`src/rtl/refill_pkg.sv`:
```
// refill_pkg -- shared definitions for the cache line refill controller.
//
// Contents:
//   WORDS_DEFAULT / IDX_W_DEFAULT / TIMEOUT_DEFAULT : parameter defaults
//   state_t                                         : controller state encoding
//   wait_width()                                    : wait counter width for a timeout
package refill_pkg;

  localparam int WORDS_DEFAULT   = 8;   // words per cache line
  localparam int IDX_W_DEFAULT   = 3;   // log2(WORDS_DEFAULT)
  localparam int TIMEOUT_DEFAULT = 15;  // WAIT cycles allowed per word

  typedef enum logic [2:0] {
    ST_IDLE  = 3'd0,
    ST_ISSUE = 3'd1,
    ST_WAIT  = 3'd2,
    ST_WRITE = 3'd3,
    ST_DONE  = 3'd4,
    ST_ERR   = 3'd5
  } state_t;

  // Bits needed to hold 0..timeout; never less than one bit.
  function automatic int wait_width(input int timeout);
    return (timeout < 2) ? 1 : $clog2(timeout + 1);
  endfunction

endpackage

```
`src/rtl/refill_word_counter.sv`:
```
// refill_word_counter -- index of the word currently being refilled.
//
// Ports:
//   clk    : clock, counts on rising edge
//   reset  : asynchronous active-high reset, clears the count
//   clr    : synchronous clear to 0 (has priority over en)
//   en     : advance by one; ignored once the last word is reached
//   count  : current word index
//   end_o  : high while count == WORDS-1
module refill_word_counter
  import refill_pkg::*;
#(
  parameter int WORDS = WORDS_DEFAULT,
  parameter int IDX_W = IDX_W_DEFAULT
) (
  input  logic             clk,
  input  logic             reset,
  input  logic             clr,
  input  logic             en,
  output logic [IDX_W-1:0] count,
  output logic             end_o
);

  localparam logic [IDX_W-1:0] LAST = IDX_W'(WORDS - 1);

  assign end_o = (count == LAST);

  // NOTE: sequential state is written with non-blocking assignments so every
  // flop samples the pre-edge values of its sources, independent of the
  // order in which always blocks are evaluated.
  always_ff @(posedge clk or posedge reset) begin
    if (reset) begin
      count <= '0;
    end else if (clr) begin
      count <= '0;
    end else if (en && !end_o) begin
      // Saturates at the last word instead of wrapping back to 0.
      count <= count + IDX_W'(1);
    end
  end

endmodule

```
`src/rtl/refill_ctrl.sv`:
```
// refill_ctrl -- sequences a WORDS-word cache line refill from memory.
//
// Per word: ISSUE (one-cycle mem_rd) -> WAIT (until mem_ack or timeout)
// -> WRITE (one-cycle line_we). After the last word a one-cycle done pulse;
// a word that times out produces a one-cycle err pulse instead.
//
// Ports:
//   clk      : clock
//   reset    : asynchronous active-high reset, abandons any refill
//   req      : refill request level, sampled only in IDLE
//   mem_ack  : memory word-valid acknowledge, honoured only in WAIT
//   mem_rd   : one-cycle memory read strobe
//   word_idx : index of the word being fetched or written
//   line_we  : one-cycle line write enable for word_idx
//   busy     : high in every state except IDLE
//   done     : one-cycle refill-complete pulse
//   err      : one-cycle timeout pulse
module refill_ctrl
  import refill_pkg::*;
#(
  parameter int WORDS   = WORDS_DEFAULT,
  parameter int IDX_W   = IDX_W_DEFAULT,
  parameter int TIMEOUT = TIMEOUT_DEFAULT
) (
  input  logic             clk,
  input  logic             reset,
  input  logic             req,
  input  logic             mem_ack,
  output logic             mem_rd,
  output logic [IDX_W-1:0] word_idx,
  output logic             line_we,
  output logic             busy,
  output logic             done,
  output logic             err
);

  localparam int                WAIT_W    = wait_width(TIMEOUT);
  localparam logic [WAIT_W-1:0] WAIT_LAST = WAIT_W'(TIMEOUT - 1);

  state_t            state;
  state_t            state_next;
  logic [WAIT_W-1:0] wait_cnt;
  logic              wait_expired;
  logic              word_clr;
  logic              word_en;
  logic              word_end;

  // wait_cnt holds the number of WAIT cycles already spent on this word, so
  // the TIMEOUT-th WAIT cycle is the one where it reads TIMEOUT-1.
  assign wait_expired = (wait_cnt == WAIT_LAST);

  refill_word_counter #(
    .WORDS (WORDS),
    .IDX_W (IDX_W)
  ) u_word_counter (
    .clk   (clk),
    .reset (reset),
    .clr   (word_clr),
    .en    (word_en),
    .count (word_idx),
    .end_o (word_end)
  );

  // State register.
  always_ff @(posedge clk or posedge reset) begin
    if (reset) begin
      state <= ST_IDLE;
    end else begin
      state <= state_next;
    end
  end

  // Next-state logic.
  // NOTE: every signal assigned in an always_comb gets a default first, so
  // no path through the case leaves it unassigned and no latch is inferred.
  always_comb begin
    state_next = state;
    unique case (state)
      ST_IDLE:  if (req) state_next = ST_ISSUE;
      ST_ISSUE: state_next = ST_WAIT;
      ST_WAIT: begin
        // Acknowledge is tested first so it wins over a same-cycle timeout.
        if (mem_ack) begin
          state_next = ST_WRITE;
        end else if (wait_expired) begin
          state_next = ST_ERR;
        end
      end
      ST_WRITE: state_next = word_end ? ST_DONE : ST_ISSUE;
      ST_DONE:  state_next = ST_IDLE;
      ST_ERR:   state_next = ST_IDLE;
      default:  state_next = ST_IDLE;
    endcase
  end

  // Output decode and counter control; outputs depend on state only.
  always_comb begin
    mem_rd   = 1'b0;
    line_we  = 1'b0;
    busy     = (state != ST_IDLE);
    done     = 1'b0;
    err      = 1'b0;
    word_clr = 1'b0;
    word_en  = 1'b0;
    unique case (state)
      ST_IDLE:  word_clr = req;
      ST_ISSUE: mem_rd   = 1'b1;
      ST_WAIT:  ;
      ST_WRITE: begin
        line_we = 1'b1;
        word_en = !word_end;
      end
      ST_DONE: begin
        done     = 1'b1;
        word_clr = 1'b1;
      end
      ST_ERR: begin
        err      = 1'b1;
        word_clr = 1'b1;
      end
      default: ;
    endcase
  end

  // Per-word wait counter: cleared in ISSUE, counts WAIT cycles, and holds
  // at its last value rather than wrapping.
  always_ff @(posedge clk or posedge reset) begin
    if (reset) begin
      wait_cnt <= '0;
    end else if (state == ST_ISSUE) begin
      wait_cnt <= '0;
    end else if (state == ST_WAIT && !wait_expired) begin
      wait_cnt <= wait_cnt + WAIT_W'(1);
    end
  end

endmodule

```
`config.mk`:
```
export PLATFORM = sky130hd
export DESIGN_NAME = refill_ctrl
export DESIGN_NICKNAME = d
export VERILOG_FILES = /design/src/rtl/refill_pkg.sv /design/src/rtl/refill_word_counter.sv /design/src/rtl/refill_ctrl.sv
export SDC_FILE = /design/constraint.sdc
export NUM_CORES = 1
export LEC_CHECK = 0
export CAP_MARGIN = 20
export CORE_UTILIZATION = 45
export CTS_CLUSTER_DIAMETER = 30
export DETAILED_ROUTE_END_ITERATION = 10
export HOLD_SLACK_MARGIN = 0.02
export PLACE_DENSITY = 0.69
export SETUP_SLACK_MARGIN = 0.05
export SKIP_LAST_GASP = 1
export SLEW_MARGIN = 10
export SYNTH_ARGS = -nofsm -noshare
export SYNTH_HDL_FRONTEND = slang
export SYNTH_HIERARCHICAL = 1
export SYNTH_SLANG_ARGS = --single-unit
```
`constraint.sdc`:
```
create_clock -name clk -period 1.9 [get_ports clk]
set_input_delay 0.285 -clock clk [delete_from_list [all_inputs] [get_ports clk]]
set_output_delay 0.285 -clock clk [all_outputs]
set_load 0.01 [all_outputs]
```
Word-level counts from Yosys, hierarchy flattened
Index checks and enable logic that the tools add are counted.
{"block": "classes", "mux": 15, "reduce_logical": 10, "n_addsub": 2, "eq_ne": 9, "shifts": 0, "magnitude_cmp": 0, "n_bitwise": 0, "div": 0, "n_mul": 0}
{"cell": "two-way mux 3 bit", "n": 6}
{"cell": "one-hot mux 3 bit (4 select lines)", "n": 1}
{"cell": "equality test 3 bit, second input constant", "n": 3}
{"cell": "two-way mux 4 bit", "n": 2}
{"cell": "equality test 3 x 2 -> 1 bit, second input constant", "n": 2}
{"cell": "two-way mux 1 bit", "n": 5}
{"cell": "adder 4 x 1 -> 4 bit, second input constant", "n": 1}
{"cell": "equality test 4 bit, second input constant", "n": 1}
{"cell": "nonzero test 2 bit", "n": 2}
{"cell": "adder 3 x 1 -> 3 bit, second input constant", "n": 1}
{"cell": "equality test 3 x 1 -> 1 bit, second input constant", "n": 1}
{"cell": "logical NOT 3 bit", "n": 1}
{"cell": "!= test 3 bit, second input constant", "n": 1}
{"cell": "nonzero test 3 bit", "n": 1}
{"cell": "logical AND 1 bit", "n": 2}
{"cell": "logical NOT 1 bit", "n": 2}
{"cell": "!= test 2 bit, second input constant", "n": 1}
{"cell": "one-hot mux 1 bit (2 select lines)", "n": 1}
{"cell": "AND reduction 2 bit", "n": 1}
{"cell": "OR reduction 2 bit", "n": 1}
{"block": "totals", "rom_bits": 0, "word_cells": 39, "ff_bits": 10, "latch_bits": 0, "n_memories": 0, "inputBits": 4, "ramBits": 0}

Longest topological paths before layout
Gate-level depths: netlist (run 1).
{"block": "depth", "depth_word": 6, "ltp_mapped": 6}

Cells and area by module
Netlist (run 1), hierarchy kept.
{"module": "refill_ctrl", "instances": 1, "seq_area_each_um2": 175.2, "area_per_inst_um2": 498.0, "cells_per_inst": 51}
{"module": "refill_word_counter", "instances": 1, "seq_area_each_um2": 75.1, "area_per_inst_um2": 187.7, "cells_per_inst": 16}

Worst setup path after synthesis (run 1)
OpenSTA, ideal clock, no wires.
{"block": "synth_timing", "kind": "reg-to-reg", "startpoint": "reg u_word_counter.count[0]", "endpoint": "reg u_word_counter.count[0]", "setup_slack_ps": 113, "stages_incl_launch_ff": 6, "arrival_time_ps": 1662, "n_path_buf": 0, "path_cell_list": "dfrtp_1 ha_1 ha_1 nor3_1 nor2b_4 mux2_4"}
{"block": "synth_via", "elab_chain_cells": 5, "elab_cells_between_ends": 8, "classes_between": "add/sub (1); eq/ne (1); mux (3); reduce/logical (3)"}
{"item": "start, declared", "line": "refill_word_counter.sv:20", "text": "output logic [IDX_W-1:0] count,"}
{"item": "start signal, assigned", "line": "refill_word_counter.sv:38", "text": "count <= count + IDX_W'(1);"}
{"item": "equality test 3 bit", "line": "refill_word_counter.sv:26", "text": "assign end_o = (count == LAST);"}
{"item": "via word_end", "line": "refill_ctrl.sv:46", "text": "logic word_end;"}
{"item": "logical NOT 1 bit", "line": "refill_ctrl.sv:111", "text": "word_en = !word_end;"}
{"item": "two-way mux 1 bit", "line": "refill_ctrl.sv:105", "text": "unique case (state)"}
{"item": "via word_en", "line": "refill_ctrl.sv:45", "text": "logic word_en;"}
{"item": "logical AND 1 bit", "line": "refill_word_counter.sv:36", "text": "end else if (en && !end_o) begin"}
{"item": "nonzero test 2 bit (no line)"}
The timed path passes the listed nets, and every way through them passes these cells. The select of a mux whose other input is x is not followed.
A chain may end at the register's enable or synchronous reset.

Final worst setup path (run 1)
{"block": "layout_timing", "startpoint": "reg state[2]", "endpoint": "out busy"}
{"block": "layout_via", "elab_chain_cells": 1}
{"item": "start, declared", "line": "refill_ctrl.sv:40", "text": "state_t state;"}
{"item": "start signal, assigned", "line": "refill_ctrl.sv:69", "text": "state <= state_next;"}
{"item": "nonzero test 3 bit", "line": "refill_ctrl.sv:100", "text": "busy = (state != ST_IDLE);"}
{"item": "end, declared", "line": "refill_ctrl.sv:32", "text": "output logic busy,"}
No other way between the ends.

==> results.txt, run 1 <==
----------------------------------------------------
[Critical path]
  Category of the worst setup path launch point ... flop
  Crit. Startpoint ... state[2]
  Endpoint of the worst setup timing path ... busy
  Worst-path maximum fanout ... 10
  Required time reported for the critical path endpoint ... 1620 ps
  Startpoint of the worst register-to-register path ... u_word_counter/count[0]
  Count of cells along the worst register-to-register path ... 5
  CP Capture Type ... output port
  Data arrival time of the critical path ... 1480 ps
  R2R Path End ... u_word_counter/count[0]
  Reg-to-reg setup timing slack ... 200 ps
  CP Class ... flop to output port

[Layout]
  Final net count ... 93
  Leading cell types in the layout, fill and taps excluded ... 9 x sky130_fd_sc_hd__dfrtp_1, 6 x sky130_fd_sc_hd__inv_1, 6 x sky130_fd_sc_hd__clkdlybuf4s50_1, 5 x sky130_fd_sc_hd__dlygate4sd2_1, 5 x sky130_fd_sc_hd__buf_4
  Footprint of the multi-input gates ... 383 µm²
  Most common cell after layout, fill and taps aside ... sky130_fd_sc_hd__dfrtp_1
  Growth of design area from synthesis to finish ... 24.5%
  Diode count ... 0
  Reg area ... 251 µm²
  # fillers ... 121
  Share of final-layout standard cells stronger than drive strength 1 ... 20.2%

[Drt]
  Initial DRC count ... 6
  Wirelength, routed ... 1120 µm
  Number of remaining DRC errors ... 0
  DR vias ... 511
  Wire length per cell after detailed routing ... 11.3 µm
  DRT Pass-1 Iters ... 4
  Routed Antenna Nets ... 0
  Vias per std cell ... 5.16

[Synthesis]
  Total standard cell area after synthesis ... 686 µm²
  Dominant cells by area after synthesis ... sky130_fd_sc_hd__dfrtp_1 36%, sky130_fd_sc_hd__ha_1 7.3%, sky130_fd_sc_hd__mux2i_1 4.4%, sky130_fd_sc_hd__buf_6 3.3%, sky130_fd_sc_hd__inv_1 3.3%
  Distinct cells, synth ... 30
  Post-synthesis async set-or-reset flop share ... 100%
  Number of enable flip-flop cells after synthesis ... 0
  Count of synthesis-stage warnings from yosys ... 6
  Area fraction of the dominant cell type after synthesis ... 36.5%
  Sequential element share of the synthesized area ... 36.5%
  Post-synthesis cell count ... 67
  Cell type contributing the most total cell area after synthesis ... sky130_fd_sc_hd__dfrtp_1
  Most used flip-flop cell after synthesis ... sky130_fd_sc_hd__dfrtp_1
  Number of flip-flops and latches in the synthesized netlist ... 10
  Average footprint of a synthesized cell ... 10.2 µm²
  Syn nets ... 75

[Pwr]
  Max rail drop VDD ... 0.915 mV
  Power density over the cells ... 1450 mW/mm²
  Leakage Power ... 0.426 nW

[Timing]
  Worst hold slack across all endpoints ... 215 ps
  Actual slew at the worst max-slew pin ... 333 ps
  Endpoints failing setup ... 0
  Final Slew Violations ... 0
  Upper clock frequency limit ... 565 MHz
  Tcrit/Tclk final ... 93.1%
  Slew margin rel. ... 77.5%
  Minimum period implied by the final worst setup slack ... 1770 ps
  Setup repair after global routing missed its margin ... false
  Setup TNS ... 0 ps
  Setup skew after layout ... 0.664 ps
  Number of failing hold endpoints at the final stage ... 0

[Die]
  Die Height ... 41.0 µm
  Number of placement rows ... 13
  Starting density of the core ... 50.2%
  Overall die area ... 0.00168 mm²
  Die width ... 41.0 µm
  Top-Level Pins ... 12
  Total core area ... 0.00137 mm²

[Clock tree]
  Number of buffers added by the clock tree synthesis step ... 3
  Total number of clock tree sinks ... 10
  Clock tree root driver cell ... sky130_fd_sc_hd__clkbuf_4
  Source-to-sink clock delay at the later pin of the worst-skew pair ... 250 ps
  TritonCTS clock tree ... built
  CTS clk-pin slew, worst paths ... 60 ps
  CTS Hold Buffers Added ... 0
  Setup bufs post-CTS ... 0
  Bufs on Longest Clock Path ... 2
  Level count of the clock H-tree ... 1

[Global route]
  Pin count of the biggest net entering global routing ... 11
  Total congestion overflow after global routing ... 0
  Via count of the first global-routing pass ... 406
  GRT Overall Usage ... 16.1%
  Wire length of the first global-routing pass ... 1730 µm
  Antenna violations before repair ... 0

[Min path]
  Type of the tightest min-delay check ... primary input to asynchronous set/reset pin

[Place]
  Number of input and output port buffers inserted ... 11
  Detail Placement HPWL ... 894 µm
  Routability-driven placement congestion ratio ... 0.779

[Run]
  Max-cap violations ... 0

[Run status]
  Status ... finished, final reports clean

----------------------------------------------------
-- how the worst min path moves through the flow --
stage | startpoint | endpoint | slack [ps] | cells after the start
after floorplan | reset | u_word_counter/count[0] | 40 | 1
after global placement | reset | u_word_counter/count[0] | 490 | 2
after detailed placement | reset | u_word_counter/count[0] | 490 | 2
after CTS | reset | u_word_counter/count[0] | 210 | 2
after global routing | reset | u_word_counter/count[0] | 230 | 2
final | reset | u_word_counter/count[0] | 220 | 2
-- cell families (layout without fill, tap and decap cells) --
family          count (synthesis)  after routing  share of synthesized area, %
mux                             4              4                          6.57
compound gates                 11             11                          11.3
simple gates                   29             29                          30.7
flops                          10             10                          36.5
fa+ha+maj                       4              4                          7.30
buf+inv                         9             26                          7.66
-- cell usage after synthesis (all sizes together) (2+ instances only) --
master	count
dfrtp	10
inv	6
a21oi	4
ha	4
nand2	4
nor2	4
buf	3
mux2i	3
nand2b	3
nor2b	3
nor3	3
nor3b	3
nand3	2
nand4bb	2
o21ai	2
-- metal layers --
| metal | vias to the layer above | share of wire [%] | wire (µm) | global-route usage, % |
|---|---|---|---|---|
| met5 | - | 0 | 0 | 0 |
| li1 | 272 | - | - | - |
| met3 | 2 | 3.9 | 44 | 1.63 |
| met4 | 0 | 0.53 | 6 | 10.0 |
| met1 | 227 | 55 | 615 | 26.2 |
| met2 | 10 | 41 | 457 | 19.5 |
-- timing repair --
item,in CTS,in global routing
endpoints found under the hold margin,0,0
resized for setup,6,0
setup endpoints to repair,5,0
-- area by class of cell --
cell class,instances,area share [%]
inverters,6,2.64
repair buffers,16,16.6
flip-flops and latches,10,29.5
multi-input cells,48,44.9
clock buffers,4,4.25
well taps,15,2.20
-- state kept, by name, summed over array words and instances, names as in the netlist --
| signal | flops |
|---|---|
| state | 3 |
| u_word_counter/count | 3 |
| wait_cnt | 4 |
-- critical path, cell delays in order, from the launching register on --
cell                            delay [ps]
sky130_fd_sc_hd__dfrtp_1               380
sky130_fd_sc_hd__buf_4                 170
sky130_fd_sc_hd__or3_4                 390
sky130_fd_sc_hd__dlygate4sd2_1         290
-- stage by stage --
step | worst slack [ps] | power (mW) | area [µm²] | std cells | utilization [%]
after floorplan | 113 | 0.870 | 686 | 67 | -
after global placement | 200 | 1.08 | 822 | 95 | 60.2
after detailed placement | 191 | 1.09 | 822 | 95 | 60.2
after CTS | 116 | 1.25 | 853 | 99 | 62.5
after global routing | 69.2 | 1.35 | 853 | 99 | 62.5
final | 131 | 1.24 | 853 | 99 | 62.5
-- power breakdown --
part	internal, mW	total, mW	switching (mW)
clock	0.116	0.184	0.0680
combinational	0.372	0.673	0.302
sequential	0.290	0.378	0.0881
(Power assumes the default switching activity.)
==> run 2: changes to the inputs <==
- PLACE_DENSITY: 0.69 -> 0.71
- clock period: 1.9 -> 1.6 ns (I/O delays scaled with it)
==> run 2 against run 1 <==
  * Total power grew 40%
  * Design area grew 12%
  * Clock power grew 20%
  * Die area is the same
  * Core utilization grew 7.2 points
  * Routed wire length grew 17%
  * Via count grew 13%
  * Register-to-register slack lost 100 ps
  * Sequential power grew 15%
  * Worst setup slack lost 87 ps
  * Critical endpoint is now mem_rd
==> results.txt, run 2 (synthesized netlist as in run 1, its figures left out) <==
----------------------------------------------------
[Die]
  Top-Level Pins ... 12 (unchanged)
  Starting density of the core ... 50.2% (unchanged)
  Overall die area ... 0.00168 mm² (unchanged)
  Total core area ... 0.00137 mm² (unchanged)
  Die width ... 41.0 µm (unchanged)
  Die Height ... 41.0 µm (unchanged)
  Number of placement rows ... 13 (unchanged)

[Place]
  Detail Placement HPWL ... 1020 µm (was 894 µm)
  Routability-driven placement congestion ratio ... 0.716 (was 0.779)
  Area after DPL ... 908 µm² (was 822 µm²)
  Total placed cells including tap cells ... 103 (was 95)
  Number of input and output port buffers inserted ... 11 (unchanged)

[Clock tree]
  Level count of the clock H-tree ... 1 (unchanged)
  Number of buffers added by the clock tree synthesis step ... 3 (unchanged)
  CTS Hold Buffers Added ... 0 (unchanged)
  CTS clk-pin slew, worst paths ... 70 ps (was 60 ps)
  Source-to-sink clock delay at the later pin of the worst-skew pair ... 260 ps (was 250 ps)
  Clock tree root driver cell ... sky130_fd_sc_hd__clkbuf_4 (unchanged)
  Total number of clock tree sinks ... 10 (unchanged)
  Bufs on Longest Clock Path ... 2 (unchanged)
  TritonCTS clock tree ... built (unchanged)

[Layout]
  Diode count ... 0 (unchanged)
  Max FFs per register ... 4 (unchanged)
  Layout Cell Area excl Fill ... 952 µm² (was 853 µm²)
  Biggest regs ... wait_cnt x4, state x3, u_word_counter/count x3 (unchanged)
  Non-filler cells, final ... 109 (was 99)
  Leading cell types in the layout, fill and taps excluded ... 15 x sky130_fd_sc_hd__buf_4, 10 x sky130_fd_sc_hd__dfrtp_1, 6 x sky130_fd_sc_hd__clkdlybuf4s50_1, 5 x sky130_fd_sc_hd__inv_1 (was 9 x sky130_fd_sc_hd__dfrtp_1, 6 x sky130_fd_sc_hd__inv_1, 6 x sky130_fd_sc_hd__clkdlybuf4s50_1, 5 x sky130_fd_sc_hd__dlygate4sd2_1, 5 x sky130_fd_sc_hd__buf_4)
  Final net count ... 103 (was 93)
  Most common cell after layout, fill and taps aside ... sky130_fd_sc_hd__buf_4 (was sky130_fd_sc_hd__dfrtp_1)
  Share of final-layout standard cells stronger than drive strength 1 ... 37.2% (was 20.2%)
  Growth of design area from synthesis to finish ... 38.9% (was 24.5%)
  Top register by number of flip-flops ... wait_cnt (unchanged)

[Timing]
  Slew margin rel. ... 78.1% (was 77.5%)
  Setup skew after layout ... 4.88 ps (was 0.664 ps)
  Minimum period implied by the final worst setup slack ... 1560 ps
  Final Slew Violations ... 0 (unchanged)
  Tcrit/Tclk final ... 97.2%
  Actual slew at the worst max-slew pin ... 325 ps (was 333 ps)
  Upper clock frequency limit ... 643 MHz
  Number of failing hold endpoints at the final stage ... 0 (unchanged)
  Setup repair after global routing missed its margin ... true (was false)
  Endpoints failing setup ... 0 (unchanged)

[Drt]
  Wire length per cell after detailed routing ... 12.1 µm (was 11.3 µm)
  Number of remaining DRC errors ... 0 (unchanged)
  DRT Pass-1 Iters ... 4 (unchanged)
  DR vias ... 579 (was 511)
  Routed Antenna Nets ... 0 (unchanged)
  Initial DRC count ... 8 (was 6)
  Vias per std cell ... 5.31 (was 5.16)
  Wirelength, routed ... 1320 µm (was 1120 µm)

[Global route]
  GRT Overall Usage ... 19.1% (was 16.1%)
  Pin count of the biggest net entering global routing ... 9 (was 11)
  Via count of the first global-routing pass ... 494 (was 406)
  Wire length of the first global-routing pass ... 1990 µm (was 1730 µm)
  Total congestion overflow after global routing ... 0 (unchanged)
  Met3 GRT Util ... 1.63% (unchanged)
  Highest-utilization routing layer at the global route stage ... met2 (was met1)
  Met1 Use GR ... 25.1% (was 26.2%)
  Antenna violations before repair ... 0 (unchanged)
  Met2 demand-to-capacity share in global routing ... 29.7% (was 19.5%)

[Pwr]
  Sw power ... 633 µW (was 458 µW)
  Leakage Power ... 0.466 nW (was 0.426 nW)
  Sequential cell fraction of total power ... 25.1% (was 30.6%)
  Sw Share ... 36.6% (was 37.1%)
  Power density over the cells ... 1810 mW/mm² (was 1450 mW/mm²)
  Fraction of power consumed by the clock network ... 12.8% (was 14.9%)
  Max rail drop VDD ... 1.07 mV (was 0.915 mV)
  Internal ... 1.09 mW (was 778 µW)
  Combinational share of power ... 62.1% (was 54.5%)

[Run status]
  Status ... finished, final reports clean (unchanged)

[Critical path]
  Reg-to-reg setup timing slack ... 100 ps (was 200 ps)
  Crit. Startpoint ... state[2] (unchanged)
  Count of cells along the worst register-to-register path ... 5 (unchanged)
  Data arrival time of the critical path ... 1320 ps (was 1480 ps)
  CP Class ... flop to output port (unchanged)
  Startpoint of the worst register-to-register path ... u_word_counter/count[1] (was u_word_counter/count[0])
  Category of the worst setup path launch point ... flop (unchanged)
  CP Capture Type ... output port (unchanged)
  Worst-path maximum fanout ... 3 (was 10)
  R2R Path End ... u_word_counter/count[0] (unchanged)
  Required time reported for the critical path endpoint ... 1360 ps (was 1620 ps)

[Min path]
  Type of the tightest min-delay check ... primary input to asynchronous set/reset pin (unchanged)

[Run]
  Max-cap violations ... 0 (unchanged)

----------------------------------------------------
run 2: what timing repair did:
item,CTS,global route
pin swaps,0,2
setup endpoints to repair,5,5
setup buffers,1,1
gates resized for setup,9,9
run 2: power by group through the flow:
stage	Sequential (mW)	Clock [mW]	Combinational, mW
final	0.434	0.221	1.07
after global routing	0.448	0.242	1.18
after CTS	0.434	0.228	1.04
after detailed placement	0.438	0	1.04
after global placement	0.433	0	1.03
after floorplan	0.432	0	0.642
run 2: layout make-up:
| class | instances | area, µm² |
|---|---|---|
| inverter | 6 | 22.5 |
| fill | 119 | 414 |
| sequential | 10 | 250 |
| clock buffer | 4 | 36.3 |
| tap | 15 | 18.8 |
| timing repair buffer | 26 | 208 |
| multi-input combinational | 48 | 417 |
run 2: critical path, cell delays in order (launching register included):
cell and delay [ps]:
sky130_fd_sc_hd__dfrtp_1 390, sky130_fd_sc_hd__buf_4 140, sky130_fd_sc_hd__or3b_4 380, sky130_fd_sc_hd__inv_2 60
sky130_fd_sc_hd__buf_6 90
run 2: worst max path at each step:
stage | end | slack (ps) | cells past startpoint
finish | mem_rd | 40 | 4
global placement | busy | -20 | 3
global route | mem_rd | -5 | 4
detailed placement | busy | -30 | 3
floorplan | u_word_counter/count[0] | 70 | 5
CTS | busy | -110 | 3
run 2: stage by stage:
step	power, mW	utilization, %	setup TNS (ps)	setup slack, ps	hold slack [ps]
final	1.73	69.7	0	44.8	181
after global routing	1.87	69.7	-5.70	-4.81	205
after CTS	1.70	69.5	-123	-109	179
after detailed placement	1.48	66.5	-41.0	-27.5	465
after global placement	1.46	66.5	-24.6	-16.6	446
after floorplan	1.07	-	0	67.1	-6.36
run 2: routing by layer:
layer  part of all wire, %  vias to the layer above  wire, µm
li1                      -                      294         -
met1                    50                      269       655
met2                    44                       14       581
met3                   4.9                        2        64
met4                   1.3                        0        17
met5                     0                        -         0
==> variant, RTL diff (flow settings as in run 1) <==
Register the output `err`, cleared by the reset; this adds one clock of latency there. The other outputs are not delayed to match. Comments in the files are not updated.
--- a/src/rtl/refill_ctrl.sv
+++ b/src/rtl/refill_ctrl.sv
@@ -38,2 +38,4 @@
   localparam logic [WAIT_W-1:0] WAIT_LAST = WAIT_W'(TIMEOUT - 1);
+
+  logic err_d;
 
@@ -101,3 +103,3 @@
     done     = 1'b0;
-    err      = 1'b0;
+    err_d    = 1'b0;
     word_clr = 1'b0;
@@ -117,3 +119,3 @@
       ST_ERR: begin
-        err      = 1'b1;
+        err_d    = 1'b1;
         word_clr = 1'b1;
@@ -136,2 +138,10 @@
 
+  always_ff @(posedge clk or posedge reset) begin
+    if (reset) begin
+      err <= '0;
+    end else begin
+      err <= err_d;
+    end
+  end
+
 endmodule
Formal check against the unedited RTL: same outputs for any inputs over 10 cycles, from zero or initial values and one cycle with reset high; that may be too few to reach the edited logic, so the function may still have changed.
==> variant against run 1 <==
  * Setup slack gained 12 ps
  * Count of clock-buffer cells in the layout is the same
  * Critical path type unchanged
  * Synthesized cell count shrank 1.5%
  * Synthesized area down 1.8%
  * Wire length is 22% higher
  * Power up 2.0%
  * First-iteration DRC count rose to 3.0 times the old value
  * Largest power group unchanged
  * Sequential cell count grew 1
  * Design area rose by 0.59%
  * Register-to-register slack about the same
  * Sequential share of layout area rose by 2.7 points
  * Non-clock buffer count is 2 higher
==> variant: results (changes against run 1) <==
Outcome
  – Result of the run: complete, no violations

Logic synthesis
  – Most common library cells after synthesis: sky130_fd_sc_hd__dfrtp_1 (11), sky130_fd_sc_hd__inv_1 (6), sky130_fd_sc_hd__nand2_1 (5)
  – Number of distinct standard cells referenced by the synthesized netlist: 32 (+6.7%)
  – Register bit count reported by yosys: 11 (+1)
  – Sequential share of the synthesized area: 40.9% (+4.4 points)
  – Cells taking the most area after synthesis: sky130_fd_sc_hd__dfrtp_1 (41%), sky130_fd_sc_hd__ha_1 (7.4%), sky130_fd_sc_hd__mux2i_1 (4.5%), sky130_fd_sc_hd__inv_1 (3.3%), sky130_fd_sc_hd__nand4bb_1 (3.3%)
  – Net count after synthesis: 74 (-1.3%)

Setup path
  – Largest fanout of any net on the critical path: 4 (-6)
  – Cell with the biggest individual delay on the critical path: sky130_fd_sc_hd__dfrtp_1
  – Critical path's top delay family: buffers and inverters
  – Number of cells on the worst reg-to-reg path: 6 (+1)

Drt
  – Number of vias after detailed routing: 538 (+5.3%)
  – Detailed router's first-iteration violation count: 18 (+12)
  – Total detailed-routing wirelength: 1.37 mm (+22%)

Global routing
  – Total global routing track utilization: 19.6% (+3.5 points)
  – Pin count of the biggest net entering global routing: 12 (+1)
  – Global-route wire length before repair: 2.01 mm (+16%)
  – Via count of the first global-routing pass: 469 (+16%)

Layout
  – Proportion of layout cells with a drive suffix above 1: 20.9% (+0.69 points)
  – Number of nets at the end of the flow: 95 (+2.2%)
  – Filler cell count: 108 (-11%)

Clocking
  – Worst skew pair latency: 270 ps (+20 ps)
  – CTS HTree Levels: 1 (unchanged)

Run
  – Maxcap violations: 0 (unchanged)

Power and ir drop
  – Static Leakage: 0.433 nW (+1.7%)
  – Peak ir drop on the vdd network: 0.948 mV (+3.6%)

Placement
  – Final weighted congestion in routability-driven placement: 0.794 (+2.0%)
  – Post-DP HPWL: 979 um (+9.5%)
  – Worst setup slack after placement: 183 ps (-8.50 ps)

STA
  – Headroom to the max-slew limit: 77.7% (+0.28 points)
  – Clk_skew: 3.73 ps (+3.06 ps)
==> variant: cell types whose count changed in the layout (fill, tap and decap cells not counted), sizes merged, moves of 2 or more <==
| cell | before | now |
|---|---|---|
| o21ai | 2 | 5 |
| a21oi | 4 | 2 |
| buf | 5 | 7 |
| nor3b | 3 | 0 |
==> variant: area by class of cell <==
class | instances | area (um^2) | area share (%)
sequential | 11 | 277 | 32.2
multi-input combinational | 46 | 353 | 41.1
inverter | 7 | 26.3 | 3.06
timing repair buffer | 18 | 158 | 18.4
clock buffer | 4 | 26.3 | 3.06
tap | 15 | 18.8 | 2.19
==> variant: power by group <==
part	total [mW]	internal, mW	switching, mW
registers	0.386	0.317	0.0687
logic	0.713	0.376	0.337
clock network	0.161	0.0813	0.0797
total	1.26	0.774	0.486
==> variant: cell families (layout without fill, tap and decap cells) <==
| family | count (synthesis) | in the layout | synth area share [%] |
|---|---|---|---|
| AOI/OAI and AO/OA | 11 | 11 | 10.4 |
| adders and majority gates | 4 | 4 | 7.44 |
| buffers and inverters | 9 | 29 | 6.69 |
| DFF | 11 | 11 | 40.9 |
| muxes | 5 | 5 | 8.36 |
| and+or+nand+nor | 26 | 26 | 26.2 |
==> variant: worst reg2reg max path: stages, from the launching register on <==
cell and delay [ps]:
sky130_fd_sc_hd__dfrtp_1 400, sky130_fd_sc_hd__buf_4 160, sky130_fd_sc_hd__inv_2 100, sky130_fd_sc_hd__and3_1 180, sky130_fd_sc_hd__nor2b_1 220, sky130_fd_sc_hd__nor2b_4 220, sky130_fd_sc_hd__mux2_4 300
==> variant: path summary, 6_finish.rpt <==
check / to / slack, ps
setup / recovery: busy / 140
hold / removal: u_word_counter/count[2] / 200
setup reg to reg: u_word_counter/count[0] / 200
hold reg to reg: wait_cnt[2] / 510
max in group asynchronous: state[0] / 1340
min in group clk: wait_cnt[2] / 510
==> variant: per-layer routing <==
metal,vias to the layer above,wire length (um),GRT usage (%)
met5,-,0,0
met4,0,11,10.0
met3,2,51,4.89
met2,15,661,33.3
met1,250,646,22.7
li1,271,-,-
==> variant: stage by stage <==
step / instances / hold slack (ps) / area [um^2] / util, % / power, mW
2_1_floorplan: 66 / 38.6 / 673 / - / 0.861
3_3_place_gp: 94 / 502 / 813 / 60.2 / 1.06
3_5_place_dp: 94 / 495 / 813 / 60.2 / 1.08
4_1_cts: 101 / 208 / 858 / 63.6 / 1.26
5_1_grt: 101 / 226 / 858 / 63.6 / 1.35
6_report: 101 / 204 / 858 / 63.6 / 1.26
==> variant: what timing repair did <==
item,in CTS,in global routing
setup endpoints to repair,4,0
resized for setup,5,0
setup buffers,3,0
endpoints found under the hold margin,0,0
